==> config.mk <==
export PLATFORM = sky130hd
export DESIGN_NAME = mlp_layer_sequencer
export DESIGN_NICKNAME = d
export VERILOG_FILES = /design/src/rtl/mlp_layer_sequencer.sv
export SDC_FILE = /design/constraint.sdc
export NUM_CORES = 1
export LEC_CHECK = 0
export ABC_AREA = 1
export ABC_CLOCK_PERIOD_IN_PS = 4000
export BUFFER_PORTS_ARGS = -buffer_cell sky130_fd_sc_hd__buf_4
export CAP_MARGIN = 20
export CORE_AREA = 2 2 172 174
export DETAILED_ROUTE_END_ITERATION = 10
export DIE_AREA = 0 0 174 176
export HOLD_SLACK_MARGIN = 0.08
export PLACE_DENSITY = 0.59
export SYNTH_ARGS = -nofsm -noshare
export SYNTH_HDL_FRONTEND = slang
export SYNTH_SLANG_ARGS = --single-unit
==> constraint.sdc <==
create_clock -name clk -period 4 [get_ports clk]
set_input_delay 0.2 -clock clk [delete_from_list [all_inputs] [get_ports clk]]
set_output_delay 0.2 -clock clk [all_outputs]
set_load 0.03 [all_outputs]
==> src/rtl/mlp_layer_sequencer.sv <==
// -----------------------------------------------------------------------------
// mlp_layer_sequencer
//
// Walks the shared mat_mul engine through the three layers of the inference
// MLP (input->W hidden, W->W hidden, W->1 output). One Q11 sample enters per
// inference. Between the hidden layers the engine result is passed through
// ReLU and rescaled by >>> FRAC. The scalar result of the last layer is
// rescaled (no ReLU) and held on the output until the consumer takes it.
//
// Handshakes: a transfer happens on a rising clock edge where valid and ready
// are both high. The producer holds valid (and its data) until that edge, and
// ready never depends on valid.
//
// Ports
//   clk, reset     : clock; synchronous active-low reset
//   in_valid/ready : input sample handshake, in_data is a signed Q11 sample
//   out_valid/ready: result handshake, out_data is the signed Q11 result
//   mm_start       : one-cycle start pulse to the engine
//   mm_layer       : layer select (0, 1, 2) for the engine's weight ROMs
//   mm_vec         : operand vector, stable from start until done
//   mm_result      : engine result vector (bias already added)
//   mm_done        : one-cycle completion pulse from the engine
//   busy           : high in every state except IDLE
//   err_timeout    : sticky watchdog error, cleared when a sample is accepted
//
// Optional feature: define MLP_SEQ_WATCHDOG_EN to bound every WAIT state to
// TIMEOUT cycles. Without it the WAIT states wait forever and err_timeout is 0.
// -----------------------------------------------------------------------------
module mlp_layer_sequencer #(
  parameter int N       = 32,
  parameter int W       = 6,
  parameter int FRAC    = 11,
  parameter int TIMEOUT = 255
) (
  input  logic                clk,
  input  logic                reset,
  input  logic                in_valid,
  output logic                in_ready,
  input  logic signed [15:0]  in_data,
  output logic                out_valid,
  input  logic                out_ready,
  output logic signed [N-1:0] out_data,
  output logic                mm_start,
  output logic [1:0]          mm_layer,
  output logic signed [N-1:0] mm_vec [W],
  input  logic signed [N-1:0] mm_result [W],
  input  logic                mm_done,
  output logic                busy,
  output logic                err_timeout
);

  typedef enum logic [2:0] {
    S_IDLE, S_L0_ISSUE, S_L0_WAIT, S_L1_ISSUE,
    S_L1_WAIT, S_L2_ISSUE, S_L2_WAIT, S_OUT_HOLD
  } state_t;

  state_t              state_q, state_d;
  logic                out_valid_q, out_valid_d;
  logic signed [N-1:0] out_data_q, out_data_d;
  logic                mm_start_q, mm_start_d;
  logic [1:0]          mm_layer_q, mm_layer_d;
  logic signed [N-1:0] mm_vec_q [W];
  logic signed [N-1:0] mm_vec_d [W];
  logic                busy_q, busy_d;
  logic                err_q, err_d;
  logic                accept;
  logic                wd_expire;

  assign in_ready = (state_q == S_IDLE) && reset;
  assign accept   = in_valid && in_ready;

`ifdef MLP_SEQ_WATCHDOG_EN
  localparam int CW = (TIMEOUT > 1) ? $clog2(TIMEOUT) : 1;
  logic [CW-1:0] wd_cnt_q, wd_cnt_d;
  logic          in_wait;

  // WAIT states are only entered from ISSUE, so the count is 0 on the first
  // WAIT cycle and reaches TIMEOUT-1 on the TIMEOUT-th cycle without done.
  assign in_wait   = (state_q == S_L0_WAIT) || (state_q == S_L1_WAIT) ||
                     (state_q == S_L2_WAIT);
  assign wd_cnt_d  = in_wait ? (wd_cnt_q + CW'(1)) : '0;
  assign wd_expire = in_wait && (wd_cnt_q == CW'(TIMEOUT - 1));

  always_ff @(posedge clk) begin
    if (!reset) wd_cnt_q <= '0;
    else        wd_cnt_q <= wd_cnt_d;
  end
`else
  assign wd_expire = 1'b0;
`endif

  always_comb begin
    state_d    = state_q;
    out_data_d = out_data_q;
    mm_layer_d = mm_layer_q;
    mm_vec_d   = mm_vec_q;
    err_d      = err_q;
    case (state_q)
      S_IDLE: begin
        if (accept) begin
          mm_vec_d[0] = N'(in_data);
          for (int i = 1; i < W; i++) mm_vec_d[i] = '0;
          mm_layer_d = 2'd0;
          err_d      = 1'b0;
          state_d    = S_L0_ISSUE;
        end
      end
      S_L0_ISSUE: state_d = S_L0_WAIT;
      S_L1_ISSUE: state_d = S_L1_WAIT;
      S_L2_ISSUE: state_d = S_L2_WAIT;
      S_L0_WAIT, S_L1_WAIT: begin
        // done has priority over a watchdog expiry in the same cycle
        if (mm_done) begin
          for (int i = 0; i < W; i++) begin
            if (mm_result[i][N-1]) mm_vec_d[i] = '0;
            else                   mm_vec_d[i] = mm_result[i] >>> FRAC;
          end
          mm_layer_d = (state_q == S_L0_WAIT) ? 2'd1 : 2'd2;
          state_d    = (state_q == S_L0_WAIT) ? S_L1_ISSUE : S_L2_ISSUE;
        end else if (wd_expire) begin
          err_d   = 1'b1;
          state_d = S_IDLE;
        end
      end
      S_L2_WAIT: begin
        if (mm_done) begin
          out_data_d = mm_result[0] >>> FRAC;
          state_d    = S_OUT_HOLD;
        end else if (wd_expire) begin
          err_d   = 1'b1;
          state_d = S_IDLE;
        end
      end
      S_OUT_HOLD: if (out_ready) state_d = S_IDLE;
      default:    state_d = S_IDLE;
    endcase

    // Outputs are registered, so they are derived from the next state.
    mm_start_d  = (state_d == S_L0_ISSUE) || (state_d == S_L1_ISSUE) ||
                  (state_d == S_L2_ISSUE);
    out_valid_d = (state_d == S_OUT_HOLD);
    busy_d      = (state_d != S_IDLE);
  end

  always_ff @(posedge clk) begin
    if (!reset) begin
      state_q     <= S_IDLE;
      out_valid_q <= 1'b0;
      out_data_q  <= '0;
      mm_start_q  <= 1'b0;
      mm_layer_q  <= 2'd0;
      for (int i = 0; i < W; i++) mm_vec_q[i] <= '0;
      busy_q      <= 1'b0;
      err_q       <= 1'b0;
    end else begin
      state_q     <= state_d;
      out_valid_q <= out_valid_d;
      out_data_q  <= out_data_d;
      mm_start_q  <= mm_start_d;
      mm_layer_q  <= mm_layer_d;
      for (int i = 0; i < W; i++) mm_vec_q[i] <= mm_vec_d[i];
      busy_q      <= busy_d;
      err_q       <= err_d;
    end
  end

  assign out_valid   = out_valid_q;
  assign out_data    = out_data_q;
  assign mm_start    = mm_start_q;
  assign mm_layer    = mm_layer_q;
  assign mm_vec      = mm_vec_q;
  assign busy        = busy_q;
  assign err_timeout = err_q;

endmodule

Yosys cells after proc, flatten, opt, wreduce, memory -nomap -nowiden
Cells that the tools add are included.
{"block": "op_classes", "eq_ne": 13, "n_mux": 19, "n_reduce_logical": 10}
{"op": "192-bit two-way mux", "n": 2}
{"op": "192-bit one-hot mux with 2 select lines", "n": 1}
{"op": "20-bit two-way mux", "n": 6}
{"op": "3-bit one-hot mux with 7 select lines", "n": 1}
{"op": "3-bit equality test (second input constant)", "n": 6}
{"op": "3-bit two-way mux", "n": 5}
{"op": "3-bit by 2-bit equality test with 1-bit output (second input constant)", "n": 3}
{"op": "3-bit by 1-bit equality test with 1-bit output (second input constant)", "n": 2}
{"op": "2-bit two-way mux", "n": 3}
{"op": "2-bit inequality test (second input constant)", "n": 2}
{"op": "2-bit one-hot mux with 2 select lines", "n": 1}
{"op": "3-bit logical NOT", "n": 1}
{"op": "3-bit AND reduction", "n": 1}
{"op": "3-bit nonzero test", "n": 1}
{"op": "1-bit logical AND", "n": 2}
{"op": "1-bit logical OR", "n": 2}
{"op": "2-bit AND reduction", "n": 1}
{"op": "2-bit nonzero test", "n": 1}
{"op": "2-bit OR reduction", "n": 1}
{"block": "word_totals", "output_inout_bits": 231, "word_cells": 54, "in_bits": 213, "register_bits": 221}

Depth between registers and ports, before layout
{"block": "logic_depth", "ltp_word": 8, "ltp_mapped": 10, "ltp_nobuf": 8}

Least setup slack after synthesis
No wires, ideal clock.
{"block": "synth_path", "kind": "flip-flop to flip-flop", "start": "register state_q[1]", "end": "register mm_vec_q (netlist bit mm_vec[160])", "stages_incl_launch_ff": 11, "arrival_time_ps": 1304, "slack_ps": 2585, "t_required_ps": 3889, "path_buffers": 2, "synth_period_minus_slack_ps": 1415, "setup_time_ps": 111, "path_cell_list": "dfxtp_1 nor2_2 nand2_2 nand2_4 nand2_4 nand2_2 buf_6 buf_4 nand2_1 inv_1 nor2_1"}
{"block": "synth_via", "elab_chain_cells": 5, "word_cells_on_any_way": 11, "cone_classes": "4 x eq/ne; 1 x mux; 6 x reduce/logical"}
{"element": "from (decl)", "line_no": "57", "source": "state_t state_q, state_d;"}
{"element": "from (signal assigned)", "line_no": "156", "source": "state_q <= state_d;"}
{"element": "3-bit logical NOT", "line_no": "69, 98"}
{"element": "1-bit logical AND", "line_no": "69", "source": "assign in_ready = (state_q == S_IDLE) && reset;"}
{"element": "1-bit logical AND", "line_no": "70", "source": "assign accept = in_valid && in_ready;"}
{"element": "2-bit inequality test (no source line)"}
{"element": "3-bit AND reduction (no source line)"}
{"element": "to (decl)", "line_no": "62", "source": "logic signed [N-1:0] mm_vec_q [W];"}
Several ways; a longest one is shown, not always the timed one.
A chain may end at the register's enable or synchronous reset.

Worst setup path after layout
{"block": "layout_path", "start": "register state_q[1]", "end": "register mm_vec_q (netlist bit mm_vec[6])"}
The elaborated chain is that of the path after synthesis.

==> impl_metrics.ini <==
[clock_tree]
numClockSinks = 150
cts_buffers = 17
clock_latency_ns = 0.42
cts_buffer_depth = 2
cts_htree_levels = 4
clk_pin_slew_ns = 0.06
cts_tree = done
postCtsSetupRepairBufs = 0
root_buffer = clkbuf_16

[yosys]
avgSynthCellArea_um2 = 6.41
synthSimpleGateAreaFrac = 0.362
synth-xor-area-share = 0
synth_mux_area_frac = 0
synth_top_family_by_area = simple AND/OR/NAND/NOR gates
synth.distinct_cells = 24
ys_seq_area_frac = 0.375
ys_warn_count = 0
synth_seq_cells = 150
syn_area_um2 = 8000
synth-compound-area-share = 0.0322
synth_cells = 1247
synthAdderAreaFrac = 0

[pwr]
vdd_drop_max_v = 0.000274
power.static_leakage_nw = 6.01
p_int_w = 0.00295
comb_power_share = 0.281
p_seq_frac = 0.369
switchingPower_w = 0.00160
power_density_nw_per_um2 = 411
p_sw_frac = 0.353
pwr-share-clk = 0.350

[critical_path]
rr_startpoint = state_q[1]$_SDFF_PN0_
arrival_ns = 3.01
required_ns = 4.31
endpoint_kind = flip-flop
start_kind = flip-flop
crit_fanout = 53
setup.worst_path.start = state_q[1]$_SDFF_PN0_
worstSetupPathType = reg -> reg

[sta]
final-hold-violation-count = 0
min_period_over_period = 0.674
skew_ns = 0.0168
worst_pin_slew_ns = 0.979
finalSetupViolCount = 0
rsz0062_at_grt = false
max_freq_mhz = 371
finalWorstSetupSlack_ns = 1.30
hold_ws_ns = 0.103
report.final.slew_viol_count = 0
fin_tns_setup_ns = 0
slew_headroom = 0.347
fin_crit_ns = 2.70

[floorplan]
die_y_um = 176
fp-row-count = 62
initial_utilization = 0.280
die-area_um2 = 30600
core_area_um2 = 28500
ios = 444
die_w_um = 174

[route]
drc_errors = 0
via_per_inst = 4.28
vias = 8202
wl_um = 26700
wl_per_cell_um = 14.0
first_iter_violations = 368
drtAntennaViolNets = 0
drt_pass1_iterations = 4

[global_routing]
grt_max_degree = 128
antenna_found_initial = 1
grt_usage = 0.170
grt_overflow = 0
grt_pass1_vias = 7748
grt_pass1_wl_um = 41600

[hold_path]
min_from = mm_result[141]
min_path_type = in -> reg

[place]
place_inst = 1846
dpl_worst_slack_ns = 1.24
io_buffers = 316
dp_hpwl_um = 17000
place_congestion = 0.799

[layout]
final_cells = 1915
drive_gt1_frac = 0.262
syn_to_final_growth_pct = 38.4
final_common_cell = buf_4
n_antenna_cell = 0
layout.nets = 1731
layout_common_cells = 319 x buf_4, 265 x nand2_1, 205 x nand3_1

[job]
maxCapViolCount = 0

[status]
status = finished clean
final timing paths:
check	endpoint	slack [ns]	cells after the start
setup / recovery	mm_vec[6]$_SDFFE_PN0P_	1.30	9
hold / removal	mm_vec[130]$_SDFFE_PN0P_	0.10	3
setup reg to reg	mm_vec[6]$_SDFFE_PN0P_	1.30	9
hold reg to reg	mm_vec[105]$_SDFFE_PN0P_	0.48	2
flip-flops by register name, indices dropped and copies added (netlist names):
register and flops:
mm_vec 121, out_data 21, state_q 3, mm_layer 2, busy 1, mm_start 1, out_valid 1
power by group through the flow:
stage / sequential, W / clock [W] / combinational [W]
4_1_cts: 0.00168 / 0.00166 / 0.00129
6_report: 0.00168 / 0.00159 / 0.00128
2_1_floorplan: 0.00194 / 0 / 0.000654
5_1_grt: 0.00169 / 0.00173 / 0.00141
3_3_place_gp: 0.00171 / 0 / 0.00125
3_5_place_dp: 0.00171 / 0 / 0.00126
per-stage QoR:
| step | area [um2] | utilization | power, W |
|---|---|---|---|
| finish | 11100 | 0.388 | 0.00455 |
| global route | 11100 | 0.388 | 0.00483 |
| global placement | 10100 | 0.355 | 0.00296 |
| detailed placement | 10100 | 0.355 | 0.00297 |
| CTS | 11100 | 0.388 | 0.00463 |
| floorplan | 8220 | - | 0.00259 |
area by class of cell:
class	count	area, um2
clock buffers	18	429
clock inverters	14	141
fillers	3073	17500
inverters	216	811
multi-input cells	774	3380
flip-flops and latches	150	3000
well taps	384	480
repair buffers	359	2830
cells by family after synthesis:
kind of cell / Yosys count
and+or+nand+nor: 662
buffers and inverters: 383
AOI/OAI and AO/OA: 51
DFF: 150
other: 1
synth_stat cells:
library cell,n,area share
nand2_1,265,0.12
nand3_1,205,0.13
inv_1,173,0.081
dfxtp_1,150,0.38
nor2_1,147,0.069
buf_4,89,0.084
inv_2,42,0.020
clkbuf_1,39,0.018
a21oi_1,28,0.018
buf_2,26,0.016
nand4_1,23,0.018
o21ai_0,21,0.013
nand3b_1,15,0.014
buf_1,8,0.0038
buf_6,5,0.0070
nand2_2,2,0.0016
nand2_4,2,0.0028
a21boi_0,1,0.00094
clkinv_1,1,0.00047
conb_1,1,0.00047
nand3_4,1,0.0022
nor2_2,1,0.00078
nor3_1,1,0.00063
o21ai_1,1,0.00063
worst max-delay path, stage by stage (launching register included):
cell and delay (ns):
dfxtp_1 0.36, nor2_2 0.18, nand2_2 0.30, nand2_4 0.56, nand2_4 0.12, nand2_4 0.54, buf_12 0.30, nand2_1 0.08
inv_1 0.07, nor2_1 0.04
layer usage:
| layer | global-route usage | part of all wire |
|---|---|---|
| met5 | 0 | 0.00060 |
| met3 | 0.0420 | 0.067 |
| met4 | 0.0700 | 0.030 |
| met2 | 0.291 | 0.47 |
| met1 | 0.204 | 0.43 |
repair_timing:
| item | 4_1_cts | 5_1_grt |
|---|---|---|
| hold buffers | 37 | 0 |
| hold endpoints to repair | 38 | 0 |
| gates resized for setup | 0 | 0 |
| endpoints found under the setup margin | 0 | 0 |
Note: power is estimated with default switching activity, not from simulation.
